## src/rtl/addrc_controller.sv

```systemverilog
// addrc_controller: sequencer for the addRC datapath.
// For each accepted start it walks file_count consecutive state files and,
// for every line of every file, issues read / register-load / write strobes
// on three consecutive cycles. All outputs are registered (Moore).
module addrc_controller #(
  parameter int LINES  = 64,
  parameter int FILE_W = 10
) (
  input  logic              clk,
  input  logic              rst,
  input  logic              start,
  input  logic [FILE_W-1:0] base_file,
  input  logic [FILE_W-1:0] file_count,
  input  logic [4:0]        round,
  output logic              read_file,
  output logic              write_reg,
  output logic              write_file,
  output logic [FILE_W-1:0] file_index,
  output logic [5:0]        line_index,
  output logic [4:0]        iteration,
  output logic              busy,
  output logic              done
);

  localparam logic [5:0]        LAST_LINE = 6'(LINES - 1);
  localparam logic [FILE_W-1:0] ONE_F     = FILE_W'(1);

  typedef enum logic [2:0] {
    S_IDLE,
    S_READ,
    S_LATCH,
    S_WRITE,
    S_DONE
  } state_t;

  state_t            r_state;
  logic [FILE_W-1:0] r_remaining;
  logic [FILE_W-1:0] r_file_index;
  logic [5:0]        r_line_index;
  logic [4:0]        r_iteration;
  logic              r_read;
  logic              r_wreg;
  logic              r_wfile;
  logic              r_busy;
  logic              r_done;

  // Strobes, busy and done are loaded together with the next state so each
  // output is a flop that is high exactly while the FSM sits in its state.
  always_ff @(posedge clk) begin
    if (rst) begin
      r_state      <= S_IDLE;
      r_remaining  <= '0;
      r_file_index <= '0;
      r_line_index <= '0;
      r_iteration  <= '0;
      r_read       <= 1'b0;
      r_wreg       <= 1'b0;
      r_wfile      <= 1'b0;
      r_busy       <= 1'b0;
      r_done       <= 1'b0;
    end else begin
      case (r_state)
        S_IDLE: begin
          if (start) begin
            r_file_index <= base_file;
            r_remaining  <= file_count;
            r_iteration  <= round;
            r_line_index <= '0;
            r_busy       <= 1'b1;
            if (file_count == '0) begin
              r_state <= S_DONE;
              r_done  <= 1'b1;
            end else begin
              r_state <= S_READ;
              r_read  <= 1'b1;
            end
          end
        end

        S_READ: begin
          r_read  <= 1'b0;
          r_wreg  <= 1'b1;
          r_state <= S_LATCH;
        end

        S_LATCH: begin
          r_wreg  <= 1'b0;
          r_wfile <= 1'b1;
          r_state <= S_WRITE;
        end

        S_WRITE: begin
          r_wfile <= 1'b0;
          if (r_line_index < LAST_LINE) begin
            r_line_index <= r_line_index + 6'd1;
            r_read       <= 1'b1;
            r_state      <= S_READ;
          end else begin
            r_line_index <= '0;
            r_remaining  <= r_remaining - ONE_F;
            // remaining == 1 here means it becomes zero after this file
            if (r_remaining != ONE_F) begin
              r_file_index <= r_file_index + ONE_F;
              r_read       <= 1'b1;
              r_state      <= S_READ;
            end else begin
              r_done  <= 1'b1;
              r_state <= S_DONE;
            end
          end
        end

        S_DONE: begin
          r_done  <= 1'b0;
          r_busy  <= 1'b0;
          r_state <= S_IDLE;
        end

        default: begin
          r_read  <= 1'b0;
          r_wreg  <= 1'b0;
          r_wfile <= 1'b0;
          r_busy  <= 1'b0;
          r_done  <= 1'b0;
          r_state <= S_IDLE;
        end
      endcase
    end
  end

  assign read_file  = r_read;
  assign write_reg  = r_wreg;
  assign write_file = r_wfile;
  assign file_index = r_file_index;
  assign line_index = r_line_index;
  assign iteration  = r_iteration;
  assign busy       = r_busy;
  assign done       = r_done;

endmodule

```

## config.mk

```make
export PLATFORM = sky130hd
export DESIGN_NAME = addrc_controller
export DESIGN_NICKNAME = d
export VERILOG_FILES = /design/src/rtl/addrc_controller.sv
export SDC_FILE = /design/constraint.sdc
export NUM_CORES = 1
export LEC_CHECK = 0
export BUFFER_PORTS_ARGS = -buffer_cell sky130_fd_sc_hd__buf_4
export CELL_PAD_IN_SITES_DETAIL_PLACEMENT = 2
export CELL_PAD_IN_SITES_GLOBAL_PLACEMENT = 2
export CORE_ASPECT_RATIO = 0.5
export CORE_MARGIN = 1
export CORE_UTILIZATION = 33
export DETAILED_ROUTE_END_ITERATION = 8
export PLACE_DENSITY = 0.82
export SLEW_MARGIN = 20
export SYNTH_ARGS = -nofsm -noshare
export SYNTH_HDL_FRONTEND = slang
export SYNTH_SLANG_ARGS = --single-unit
```

## constraint.sdc

```tcl
create_clock -name clk -period 3.46 [get_ports clk]
set_input_delay 0.173 -clock clk [delete_from_list [all_inputs] [get_ports clk]]
set_output_delay 0.173 -clock clk [all_outputs]
set_load 0.1 [all_outputs]
```

## Word-level counts from Yosys, hierarchy flattened

Index checks and enable logic that the tools add are counted.

| word-level totals | value |
|---|---|
| input bits | 28 |
| output and inout bits | 26 |
| word-level logic and storage cells | 73 |
| bits in registers | 39 |

| operators by class | value |
|---|---|
| eq/ne operators | 12 |
| add/sub/neg operators | 3 |
| reduce and logical (&&, ||, !) cells | 15 |
| order comparisons | 1 |
| muxes and demuxes | 29 |
| bitwise logic cells | 3 |

Operator list:

| operator | count |
|---|---|
| 10-bit two-way mux | 5 |
| 10-bit case mux with 2 select lines | 2 |
| 3-bit two-way mux | 4 |
| 6-bit two-way mux | 2 |
| 2-bit != test, second input constant | 6 |
| 3-bit case mux with 4 select lines | 1 |
| 6-bit case mux with 2 select lines | 1 |
| 10-bit by 1-bit adder with 10-bit output, second input constant | 1 |
| 10-bit zero test | 1 |
| 10-bit by 1-bit != test with 1-bit output, second input constant | 1 |
| 10-bit by 1-bit subtractor with 10-bit output, second input constant | 1 |
| 1-bit two-way mux | 9 |
| 3-bit OR reduction | 3 |
| 4-bit AND reduction | 2 |
| 6-bit by 1-bit adder with 6-bit output, second input constant | 1 |
| 3-bit by 2-bit equality test with 1-bit output, second input constant | 2 |
| 6-bit < comparator, second input constant | 1 |
| 1-bit case mux with 2 select lines | 3 |
| 1-bit case mux with 3 select lines | 2 |
| 2-bit AND reduction | 3 |
| 5-bit AND reduction | 1 |
| 2-bit OR reduction | 2 |
| 3-bit by 1-bit equality test with 1-bit output, second input constant | 1 |
| 3-bit equality test, second input constant | 1 |
| 5 further kinds | 7 |

## Longest topological paths before layout

Gate-level depths: netlist of run 1.

| logic depth | value |
|---|---|
| depth in word-level cells | 4 |
| mapped depth | 7 |
| depth with buffers taken out | 6 |

## Least setup slack after synthesis of run 1

No wires, ideal clock.

| path | value |
|---|---|
| path type | register to register |
| from | register r_line_index[0] (netlist: line_index[0]) |
| to | register r_read (netlist: read_file) |
| setup time | 0.123 ns |
| cell stages (with the launch flop) | 8 |
| slack | 0.779 ns |
| data required time | 3.337 ns |
| clock period less this slack | 2.681 ns |
| buffers on the path | 2 |
| arrival time | 2.558 ns |
| path through | dfxtp_1 -> ha_1 -> and4_1 -> clkbuf_1 -> and3_1 -> clkbuf_1 -> a211oi_1 -> mux2_1 |

| between the ends | value |
|---|---|
| longest elaborated chain between the ends | 3 |
| elaborated cells between the ends (all ways) | 5 |
| classes of those cells | 1 x order compare; 1 x eq/ne; 2 x mux; 1 x reduce/logical |

RTL lines:

| item | RTL line | text |
|---|---|---|
| from (decl) | 39 | `logic [5:0] r_line_index;` |
| from (signal assigned) | 95 | `r_line_index <= r_line_index + 6'd1;` |
| 6-bit < comparator * | 94 | `if (r_line_index < LAST_LINE) begin` |
| 3-bit != test (no line) / 1-bit two-way mux (equally long branches) | n/a |  |
| 4-bit AND reduction (no line) / 1-bit case mux with 3 select lines (equally long branches) | n/a |  |
| to (signal assigned) | 96 | `r_read <= 1'b1;` |
| to (signal assigned) | 104 | `r_read <= 1'b1;` |
| to (signal assigned) | 120 | `r_read <= 1'b0;` |
| to (decl) | 41 | `logic r_read;` |

Every way passes the cells marked *; elsewhere a longest branch is shown, timed or not.
A chain may end at the register's enable or synchronous reset.

## Worst setup path in the final report of run 1

| path | value |
|---|---|
| from | register r_state[0] |
| to | register r_file_index[0] (netlist: file_index[0]) |

| between the ends | value |
|---|---|
| longest elaborated chain between the ends | 3 |
| elaborated cells between the ends (all ways) | 8 |
| classes of those cells | 4 x eq/ne; 1 x mux; 3 x reduce/logical |

RTL lines:

| item | RTL line | text |
|---|---|---|
| from (decl) | 36 | `state_t r_state;` |
| from (signal assigned) | 51 | `r_state <= S_IDLE;` |
| from (signal assigned) | 71 | `r_state <= S_DONE;` |
| from (signal assigned) | 74 | `r_state <= S_READ;` |
| 3-bit by 2-bit equality test with 1-bit output / 3-bit zero test (equally long branches) | 62 | `case (r_state)` |
| 2-bit != test (no line) / 2-bit nonzero test (equally long branches) | n/a |  |
| 4-bit AND reduction (no line) | n/a |  |
| to (signal assigned) | 65 | `r_file_index <= base_file;` |
| to (signal assigned) | 103 | `r_file_index <= r_file_index + ONE_F;` |
| to (decl) | 38 | `logic [FILE_W-1:0] r_file_index;` |

Parallel ways exist; a longest one is shown, timed or not.

==> results_dict.tcl, run 1 <==
set metrics [dict create \
    io_buffers 53 \
    min_path_type "input pin to register" \
    num_antenna_cells 0 \
    synth_flop_cell "dfxtp_1" \
    drt_iter0_markers 123 \
    worstRegToRegCells 4 \
    grt_pass1_wl_um 13200 \
    htreeDepth 2 \
    relSlewSlack_pct 32.2 \
    setup_violations 0 \
    startpoint_type "register" \
    postSynth.asyncResetShare_pct 0 \
    cts_hold_buf 0 \
    avgSynthCellArea_um2 7.92 \
    initial_core_util_pct 35.4 \
    mostFrequentLayoutCells "buf_4 (59), dfxtp_1 (39), a21oi_1 (33)" \
    finalSetupTns_ns 0 \
    insertion_delay_ns 0.28 \
    crit_required_ns 3.67 \
    synth-seq-area-share_pct 35.0 \
    ios 54 \
    reg2reg_slack_ns 0.92 \
    path_max_fanout 28 \
    fp.coreArea_mm2 0.00631 \
    syn2layout_area_growth_pct 26.8 \
    grt_use_total_pct 24.0 \
    grt-busiest-layer "met2" \
    slew_viol_final 0 \
    critPathArrivalTime_ns 2.74 \
    synth_area_mm2 0.00223 \
    drive_above_1_share_pct 22.3 \
    drc_errors 0 \
    cts_sinks 39 \
    leakagePower_nw 1.10 \
    post-place-ws_ns 0.948 \
    grt_max_degree 39 \
    wl_per_cell_um 18.8 \
    cts_tree "built" \
    die_h_um 60.2 \
    gp_congestion 0.801 \
    yosysWarningCount 0 \
    path_class "register to register" \
    root_buffer "clkbuf_16" \
    grtUsageMet1_pct 29.4 \
    post-cts-setup-buffers 0 \
    irDropWorstVdd_v 0.000290 \
    startpoint "r_state[0]$_SDFFE_PP0P_" \
    final_antenna_net_count 0 \
    dieWidth_um 118 \
    cts_buffers 5 \
    overflow 0 \
    post-route-period-util_pct 73.3 \
    fillers 718 \
    final_common_cell "buf_4" \
    synth_edf_count 0 \
    timing.fmax_ghz 0.394 \
    timing.rr.start "r_state[0]$_SDFFE_PP0P_" \
    antenna_found_initial 0 \
    globalRouteMet2Util_pct 43.9 \
    drv_cap 0 \
    post_drt_via_cell_ratio 5.69 \
    worst_pin_slew_ns 1.01 \
    hold_viol_final 0 \
    setup_slack_ns 0.925 \
    r2r-end "file_index[0]$_SDFFE_PP0P_" \
    hp-start "round[4]" \
    vias 2360 \
    whs_endpoint "iteration[4]$_SDFFE_PP0P_" \
    cts_resized 0 \
    cts.clk_slew.worst_paths_ns 0.06 \
    synth-seq-cells 39 \
    hpwl_um 5670 \
    nNetsFinal 360 \
    dieArea_mm2 0.00712 \
    dr.pass1.iters 4 \
    rows 20 \
    outcome "complete, no violations" \
    finalCriticalPeriod_ns 2.54 \
    power.density_mw_per_mm2 768 \
    first_global_vias 2595 \
    clock_path_buffers 2 \
    synth_cell_type_count 55 \
    grt_setup_unrepaired "false" \
    timing.hold.ws_ns 0.142 \
    skew_ns 0.00286 \
    hold_depth 3 \
    synthCells 282 \
    end_kind "register" \
    grt_util_met3_pct 4.48 \
    syn_nets 314 \
    wl_um 7820 \
]
-- worst max-delay path by stage --
stage / endpoint / depth (start not counted)
finish: file_index[0]$_SDFFE_PP0P_ / 4
detailed placement: file_index[0]$_SDFFE_PP0P_ / 4
floorplan: read_file$_SDFFE_PP0P_ / 7
global placement: file_index[0]$_SDFFE_PP0P_ / 4
global route: file_index[0]$_SDFFE_PP0P_ / 4
CTS: file_index[0]$_SDFFE_PP0P_ / 4
-- through the flow --
| step | power (W) | util [%] | std cells | instance area [µm²] |
|---|---|---|---|---|
| 2_1_floorplan | 0.00146 | - | 282 | 2230 |
| 3_3_place_gp | 0.00170 | 42.9 | 409 | 2700 |
| 3_5_place_dp | 0.00174 | 42.9 | 409 | 2700 |
| 4_1_cts | 0.00219 | 44.9 | 415 | 2830 |
| 5_1_grt | 0.00230 | 44.9 | 415 | 2830 |
| 6_report | 0.00217 | 44.9 | 415 | 2830 |
-- report_power, final --
part	switching [W]	leakage, nW	total (W)	internal (W)
sequential	0.000132	0.319	0.000670	0.000538
clock	0.000178	0.0628	0.000437	0.000259
combinational	0.000771	0.717	0.00107	0.000296
-- metal layers --
metal,share of wire (%),up-vias
met1,48,1147
met3,3.1,11
li1,-,1152
met2,47,50
met5,0,-
met4,1.2,0
-- worst max-delay path: stages (launching register included) --
cell and delay [ns]:
dfxtp_1 0.65, and3b_1 0.63, a31oi_4 0.41, or4_1 0.58, a31oi_1 0.18
-- synth_stat cells (6+ instances only) --
cell      count  share of area, %
dfxtp_1      39                35
a21oi_1      33               7.4
nand2_1      26               4.4
nor2_1       26               4.4
nand3_1      13               2.9
o21ai_0      13               2.9
clkbuf_1     12               2.0
a31oi_1      10               2.8
nor3_1        9               2.0
inv_1         7               1.2
buf_2         6               1.3
-- layout make-up --
cell class	count	area [µm²]	share of cell area [%]
clock buffer	6	129	4.55
inverter	7	26.3	0.928
multi-input combinational	216	1340	47.4
sequential	39	781	27.6
tap	88	110	3.89
timing repair buffer	59	443	15.6
-- kinds of logic after synthesis --
group	count (synthesis)	synth area share [%]
AO/OA/AOI/OAI	95	28.6
buffers and inverters	27	4.88
adder cells (fa/ha/maj)	4	2.24
multiplexers	2	0.953
AND/OR/NAND/NOR	114	27.9
XOR/XNOR	1	0.392
flip-flops	39	35.0
(Power assumes the default switching activity.)
==> inputs of run 2 (changes only) <==
--- a/config.mk
+++ b/config.mk
@@ -5,14 +5,15 @@
 export SDC_FILE = /design/constraint.sdc
 export NUM_CORES = 1
 export LEC_CHECK = 0
+export ABC_AREA = 1
 export BUFFER_PORTS_ARGS = -buffer_cell sky130_fd_sc_hd__buf_4
 export CELL_PAD_IN_SITES_DETAIL_PLACEMENT = 2
 export CELL_PAD_IN_SITES_GLOBAL_PLACEMENT = 2
 export CORE_ASPECT_RATIO = 0.5
 export CORE_MARGIN = 1
-export CORE_UTILIZATION = 33
+export CORE_UTILIZATION = 28
 export DETAILED_ROUTE_END_ITERATION = 8
-export PLACE_DENSITY = 0.82
+export PLACE_DENSITY = 0.76
 export SLEW_MARGIN = 20
 export SYNTH_ARGS = -nofsm -noshare
 export SYNTH_HDL_FRONTEND = slang
==> constraint.sdc (replaced) <==
create_clock -name clk -period 2.6 [get_ports clk]
set_input_delay 0.13 -clock clk [delete_from_list [all_inputs] [get_ports clk]]
set_output_delay 0.13 -clock clk [all_outputs]
set_load 0.1 [all_outputs]
==> results_dict.tcl, run 2 <==
set metrics [dict create \
    outcome "complete, no violations" \
    grt_max_degree 30 \
    grt_setup_unrepaired "false" \
    timing.fmax_ghz 0.542 \
    timing.hold.ws_ns 0.126 \
    crit_required_ns 2.81 \
    dieWidth_um 129 \
    synth-seq-area-share_pct 34.8 \
    synth_edf_count 0 \
    r2r-end "file_index[8]$_SDFFE_PP0P_" \
    register_area_um2 781 \
    cts_tree "built" \
    syn_nets 376 \
    final_antenna_net_count 0 \
    startpoint_type "register" \
    insertion_delay_ns 0.28 \
    synth_area_mm2 0.00224 \
    slew_viol_final 0 \
    post_drt_via_cell_ratio 4.87 \
    yosys.area.top_type "dfxtp_1" \
    multi_input_area_mm2 0.00128 \
    cts_sinks 39 \
    cts.clk_slew.worst_paths_ns 0.06 \
    wl_per_cell_um 15.2 \
    yosys-top-cells-area "dfxtp_1 (35%), nand2_1 (17%), a21oi_1 (7.4%)" \
    fillers 924 \
    hpwl_um 5800 \
    num_antenna_cells 0 \
    fp.coreArea_mm2 0.00754 \
    cts_hold_buf 0 \
    timing.rr.start "line_index[0]$_SDFFE_PP0P_" \
    mostFrequentLayoutCells "nand2_1 (102), buf_4 (54), dfxtp_1 (39)" \
    drv_cap 0 \
    root_buffer "clkbuf_16" \
    relSlewSlack_pct 72.7 \
    htreeDepth 2 \
    vias 2454 \
    antenna_found_initial 0 \
    drive_above_1_share_pct 21.5 \
    synth_most_common_cell "nand2_1" \
    leakagePower_nw 1.31 \
    syn2layout_area_growth_pct 27.9 \
    cts_resized 0 \
    finalSetupTns_ns 0 \
    synth_top_area_share_pct 34.8 \
    first_global_vias 2592 \
    overflow 0 \
    power.density_mw_per_mm2 859 \
    finalCriticalPeriod_ns 1.85 \
    final_common_cell "nand2_1" \
    grt_use_total_pct 19.4 \
    wl_um 7640 \
    grt_pass1_wl_um 12600 \
    ys_top_cells_by_count "nand2_1 (102), dfxtp_1 (39), nor2_1 (36)" \
    startpoint "line_index[0]$_SDFFE_PP0P_" \
    irDropWorstVdd_v 0.000259 \
    min_path_type "input pin to register" \
    postSynth.asyncResetShare_pct 0 \
    reg2reg_slack_ns 0.75 \
    path_max_fanout 11 \
    dieArea_mm2 0.00839 \
    ios 54 \
    yosysWarningCount 0 \
    initial_core_util_pct 29.7 \
    synth-seq-cells 39 \
    path_class "register to register" \
    end_kind "register" \
    dr.pass1.iters 4 \
    drt_iter0_markers 60 \
    synth_cell_type_count 34 \
    gp_congestion 0.779 \
    worst_pin_slew_ns 0.409 \
    critPathArrivalTime_ns 2.05 \
    post-route-period-util_pct 71.0 \
    worstRegToRegCells 11 \
    nNetsFinal 427 \
    clock_path_buffers 2 \
    drc_errors 0 \
    synthCells 344 \
    synth_flop_cell "dfxtp_1" \
    skew_ns 0.00360 \
    io_buffers 53 \
    rows 22 \
    setup_violations 0 \
    avgSynthCellArea_um2 6.51 \
    post-cts-setup-buffers 0 \
    cts_buffers 5 \
    crit_path_end "file_index[8]$_SDFFE_PP0P_" \
    die_h_um 65.3 \
    hold_viol_final 0 \
]
[run 2: stage by stage]
step	cell area, µm²	util [%]	std cells	worst slack [ns]	total power, W
detailed placement	2720	36.1	496	0.731	0.00186
finish	2870	38.0	504	0.754	0.00246
global route	2870	38.0	504	0.513	0.00261
floorplan	2240	-	344	0.228	0.00160
CTS	2870	38.0	504	0.706	0.00249
global placement	2720	36.1	496	0.848	0.00183
[run 2: power by group]
group / internal, W / total [W] / switching (W)
sequential: 0.000683 / 0.000785 / 0.000102
clock: 0.000355 / 0.000616 / 0.000262
combinational: 0.000265 / 0.00106 / 0.000794
[run 2: logic make-up (layout without fill, tap and decap cells)]
group           after synthesis  count (layout)  synth area share, %
buf+inv                      42              94                 8.21
fa+ha+maj                     4               4                 2.23
compound gates               67              67                 16.7
xor+xnor                      3               3                 1.17
flops                        39              39                 34.8
simple gates                189             189                 36.9
[run 2: final cells by class]
type	count	area share [%]
Sequential cell	39	27.2
Tap cell	108	4.72
Clock buffer	6	4.50
Clock inverter	2	0.437
Timing Repair Buffer	54	14.1
Inverter	32	4.41
Multi-Input combinational cell	263	44.5
[run 2: critical path, cell delays in order (launching register included)]
cell	delay, ns
dfxtp_1	0.41
ha_1	0.19
nand2_1	0.08
nor2_2	0.14
nand3_2	0.15
nand2_2	0.12
nand2_1	0.07
inv_2	0.06
nand2_2	0.16
clkinv_2	0.19
nand2_1	0.07
a21oi_1	0.13
[run 2: worst min-delay path by stage]
stage	startpoint	end	slack [ns]	cells past startpoint
2_1_floorplan	file_count[2]	r_remaining[2]$_SDFFE_PP0P_	0.29	2
3_3_place_gp	round[1]	iteration[1]$_SDFFE_PP0P_	0.42	3
3_5_place_dp	round[0]	iteration[0]$_SDFFE_PP0P_	0.43	3
4_1_cts	round[0]	iteration[0]$_SDFFE_PP0P_	0.12	3
5_1_grt	round[1]	iteration[1]$_SDFFE_PP0P_	0.13	3
6_report	round[0]	iteration[0]$_SDFFE_PP0P_	0.13	3
[run 2: metal layers]
metal	vias up	wire length (µm)	part of all wire [%]	GRT usage, %
li1	1224	-	-	-
met5	-	0	0	0
met4	0	63	0.82	3.68
met3	7	229	3.0	3.91
met1	1183	3680	48	24.0
met2	40	3660	48	35.4
